File: config.mk
export PLATFORM = sky130hd
export DESIGN_NAME = tinyqv_load_store_unit
export DESIGN_NICKNAME = d
export VERILOG_FILES = /design/src/rtl/tinyqv_load_store_unit.sv
export SDC_FILE = /design/constraint.sdc
export NUM_CORES = 1
export LEC_CHECK = 0
export CELL_PAD_IN_SITES_DETAIL_PLACEMENT = 0
export CELL_PAD_IN_SITES_GLOBAL_PLACEMENT = 1
export CORE_ASPECT_RATIO = 0.9
export CORE_MARGIN = 3
export CORE_UTILIZATION = 30
export DETAILED_ROUTE_END_ITERATION = 10
export GPL_ROUTABILITY_DRIVEN = 0
export PLACE_DENSITY = 0.71
export SYNTH_ARGS = -nofsm -noshare
export SYNTH_HDL_FRONTEND = slang
export SYNTH_SLANG_ARGS = --single-unit
File: constraint.sdc
create_clock -name clk -period 1.39 [get_ports clk]
set_input_delay 0.2085 -clock clk [delete_from_list [all_inputs] [get_ports clk]]
set_output_delay 0.2085 -clock clk [all_outputs]
set_load 0.01 [all_outputs]
File: src/rtl/tinyqv_load_store_unit.sv
// Bridges the TinyQV nibble-serial core to a word-wide req/ack memory bus:
// assembles store words, issues one bus access, and replays load data as nibbles.
module tinyqv_load_store_unit #(
  parameter int ADDR_BITS = 28
) (
  input  logic                 clk,
  input  logic                 rst,
  input  logic [2:0]           counter,
  input  logic                 is_load,
  input  logic                 is_store,
  input  logic [2:0]           mem_op,
  input  logic                 address_ready,
  input  logic [ADDR_BITS-1:0] addr_in,
  input  logic [3:0]           store_nibble,
  output logic [3:0]           load_nibble,
  output logic                 load_data_ready,
  output logic                 busy,
  output logic                 bus_req,
  output logic                 bus_we,
  output logic [1:0]           bus_size,
  output logic [ADDR_BITS-1:0] bus_addr,
  output logic [31:0]          bus_wdata,
  input  logic                 bus_ack,
  input  logic [31:0]          bus_rdata,
  output logic                 proto_err
);

  typedef enum logic [1:0] {IDLE, REQ, ALIGN, DELIVER} state_t;

  state_t      state, state_nxt;
  logic [31:0] sd;
  logic [31:0] rd;
  logic [31:0] store_word;
  logic        accept;
  logic        load_ack;
  logic        last_nibble;

  // mem_op[2] selects sign extension, which the core performs itself.
  logic unused_sign;
  assign unused_sign = mem_op[2];

  function automatic logic [3:0] nibble_sel(input logic [31:0] w, input logic [2:0] idx);
    nibble_sel = w[{idx, 2'b00} +: 4];
  endfunction

  assign store_word  = {store_nibble, sd[31:4]};
  assign accept      = (state == IDLE) && address_ready && (is_load || is_store);
  assign load_ack    = (state == REQ) && bus_ack && !bus_we;
  assign last_nibble = (counter == 3'd7);

  always_comb begin
    state_nxt = state;
    unique case (state)
      IDLE: begin
        if (accept) state_nxt = REQ;
      end
      REQ: begin
        if (bus_ack) begin
          if (bus_we)           state_nxt = IDLE;
          else if (last_nibble) state_nxt = DELIVER;
          else                  state_nxt = ALIGN;
        end
      end
      ALIGN: begin
        if (last_nibble) state_nxt = DELIVER;
      end
      DELIVER: begin
        if (last_nibble) state_nxt = IDLE;
      end
      default: state_nxt = IDLE;
    endcase
  end

  always_ff @(posedge clk) begin
    if (rst) state <= IDLE;
    else     state <= state_nxt;
  end

  // Request fields are latched once at acceptance and held until the bus acks.
  always_ff @(posedge clk) begin
    if (rst) begin
      sd        <= 32'h0;
      rd        <= 32'h0;
      bus_addr  <= '0;
      bus_size  <= 2'b00;
      bus_we    <= 1'b0;
      bus_wdata <= 32'h0;
      proto_err <= 1'b0;
    end else begin
      if (is_store) sd <= store_word;
      if (accept) begin
        bus_addr <= addr_in;
        bus_size <= mem_op[1:0];
        bus_we   <= is_store;
        if (is_store) bus_wdata <= store_word;
      end
      if (load_ack) rd <= bus_rdata;
      if (address_ready && (state != IDLE)) proto_err <= 1'b1;
    end
  end

  assign bus_req         = (state == REQ);
  assign busy            = (state != IDLE) || accept;
  assign load_data_ready = (state == DELIVER);
  assign load_nibble     = load_data_ready ? nibble_sel(rd, counter) : 4'h0;

endmodule

==> reports/qor.txt <==
gr ovfl total: 0
Max Freq: 631 MHz
max cap viols: 0
most frequent cell after synthesis: dfxtp_1
status: finished, violations left
die height: 128 µm
Worst EP required: 1.18 ns
Distinct cells, synth: 32
Post-synth EDFFs: 0
Die X: 142 µm
Vias/cell: 4.87
via count: 4702
clk sinks: 126
Syn Area/Cell: 8.69 µm²
Logic pwr share: 17.7%
RSZ-0062 raised after global routing: yes
DRT Wirelength: 16100 µm
internal power: 7.59 mW
Tmin final: 1.58 ns
Clock power frac: 44.7%
Hold Crit Endpoint: sd[4]
Async S/R FF share, synth: 0%
Routed WL per cell: 16.7 µm
CTS Root Cell: clkbuf_16
CTS Buf Count: 17
1st-pass router iterations: 4
dpl ws: -0.769 ns
CTS tree: done
Seq/Total Area, Yosys: 50.6%
first-pass GRT wire length: 24600 µm
area grow syn2layout: 71.8%
register area: 2550 µm²
placed inst area: 6760 µm²
syn nets: 650
initial drt markers: 216
largest cells by area after synthesis: dfxtp_1 (51%), nand2_1 (9.4%), mux2i_1 (8.8%)
die area: 18200 µm²
Reg clk slew, reported paths: 0.06 ns
Std-Cell Rows: 44
layout cells sized above 1: 37.7%
share of the synthesized area in the top cell type: 50.6%
max-slew violation count: 0
Max VDD drop: 0.942 mV
Worst setup EP type: primary output
critical register-to-register path endpoint: bus_addr[22]
port bufs: 145
Worst slew margin: 58.4%
Clock Path Buffers: 2
Post-synth top flop: dfxtp_1
Initial Util: 30.7%
clk_skew: 0.00843 ns
multi-input logic area: 2980 µm²
worst setup margin: -0.195 ns
Worst-Margin Slew: 0.624 ns
FF-to-FF Start: state[0]
HP Class: primary input to register
Setup-failing EPs final: 68
Hold Fails Final Rpt: 0
later-pin clock latency in the skew report: 0.42 ns
ANT cells: 0
Final Cycle Share: 114%
P_sw: 2.67 mW
GR Util All Layers: 17.0%
largest net degree at the start of global routing: 34
core area: 16200 µm²
failing checks: negative setup slack
vias in the first global route: 4789
Mapped Area: 4990 µm²
Seq pwr share: 37.6%
Critical Path AT: 1.38 ns
Synth Warn #: 0
post-DP HPWL: 9610 µm
switching share of power: 26.0%
H-tree Lvls: 4
num ports: 147
Post-route DRC: 0
initial antenna violation count: 0
# fillers: 1457
final net count: 821
final instance area: 8570 µm²
Reg2Reg Setup Slack: -0.13 ns
r2r worst-path depth: 9
Worst Hold Path Cells: 2
placed insts: 907
Post-synth top cells: dfxtp_1 (126), nand2_1 (125), a21oi_1 (78)
leakage power figure: 3.64 nW
kind of critical path: register to primary output
ANT nets after route: 0
critical path peak fanout: 3
Hold Startpoint: rst
Synth Instances: 574
hold slack: 0.209 ns
Yosys top cell by area: dfxtp_1
Worst setup SP type: register
power density over the cells: 1200 nW/µm²
total power: 10.3 mW
Non-Filler Instances: 965
synthesized flop and latch total: 126
worst max-delay path by stage:
stage	from	endpoint	slack [ns]	cells after the start
floorplan	register	bus_addr[13]	0.18	5
global placement	counter[1]	load_nibble[0]	-0.70	6
detailed placement	counter[1]	load_nibble[3]	-0.77	6
CTS	state[0]	load_nibble[0]	-0.29	4
global route	state[0]	busy	-0.24	5
finish	state[0]	busy	-0.19	5
metrics by stage:
stage	TNS [ns]	utilization (%)
6_report	-6.13	52.8
3_3_place_gp	-17.09	41.6
4_1_cts	-3.84	49.3
5_1_grt	-10.58	52.8
2_1_floorplan	0	-
3_5_place_dp	-18.85	41.6
area by class of cell:
| class | count | area share [%] |
|---|---|---|
| Clock buffer | 20 | 5.33 |
| Clock inverter | 12 | 1.87 |
| Inverter | 2 | 0.0876 |
| Multi-Input combinational cell | 395 | 34.8 |
| Sequential cell | 126 | 29.8 |
| Tap cell | 207 | 3.02 |
| Timing Repair Buffer | 203 | 25.1 |
power by group through the flow:
stage / registers (mW) / clock network, mW / logic, mW
floorplan: 3.93 / 0 / 0.598
global placement: 3.92 / 0 / 1.24
detailed placement: 3.92 / 0 / 1.26
CTS: 3.85 / 4.71 / 1.50
global route: 3.88 / 4.85 / 1.93
finish: 3.86 / 4.59 / 1.81
critical path, cell delays in order (launching register included):
cell	delay (ns)
dfxtp_4	0.35
buf_6	0.12
or2_4	0.24
nor2_4	0.09
inv_2	0.04
buf_6	0.11
registers in the layout (all words and copies together) (netlist names), named ones only:
register   count
state          1
bus_wdata     32
proto_err      1
bus_addr      28
bus_size       2
bus_we         1
sd            28
rd            32
layout by cell type, fill, tap and decap left out, drive strengths merged:
| cell type | synthesis | final |
|---|---|---|
| a2111oi | 1 | 1 |
| a21oi | 97 | 97 |
| a22oi | 4 | 4 |
| a31oi | 4 | 4 |
| and3 | 4 | 4 |
| and4bb | 1 | 1 |
| buf | 30 | 65 |
| bufinv | 0 | 3 |
| clkbuf | 21 | 22 |
| clkdlybuf4s15 | 0 | 1 |
| clkdlybuf4s50 | 0 | 69 |
| clkinv | 0 | 3 |
| clkinvlp | 0 | 4 |
| dfxtp | 126 | 126 |
| dlygate4sd2 | 0 | 65 |
| dlymetal6s2s | 0 | 1 |
| inv | 2 | 4 |
| mux2i | 44 | 44 |
| nand2 | 133 | 133 |
| nand3 | 31 | 31 |
| nand4 | 1 | 1 |
| nand4bb | 2 | 2 |
| nor2 | 33 | 33 |
| nor2b | 3 | 3 |
| nor4bb | 1 | 1 |
| o211a | 1 | 1 |
| o21a | 1 | 1 |
| o21ai | 32 | 32 |
| or2 | 1 | 1 |
| xor2 | 1 | 1 |
cells by family after synthesis:
group	synth area share, %
buffers and inverters	6.29
DFF	50.6
and+or+nand+nor	18.0
muxes	8.83
xor gates and xnor gates	0.176
AOI/OAI and AO/OA	16.1
routing by layer:
layer / vias up / wire, µm / global-route usage (%)
met5: - / 0 / 0
met4: 0 / 242 / 5.76
met3: 17 / 894 / 5.98
met2: 122 / 7550 / 26.7
met1: 2263 / 7400 / 21.9
li1: 2300 / - / -
what timing repair did:
action | in CTS | in global routing
gates cloned | 8 | 4
setup endpoints to repair | 103 | 80
hold buffers | 0 | 0
pin swaps | 48 | 83
gates resized for setup | 211 | 137
setup buffers | 12 | 7
(Power assumes the default switching activity.)
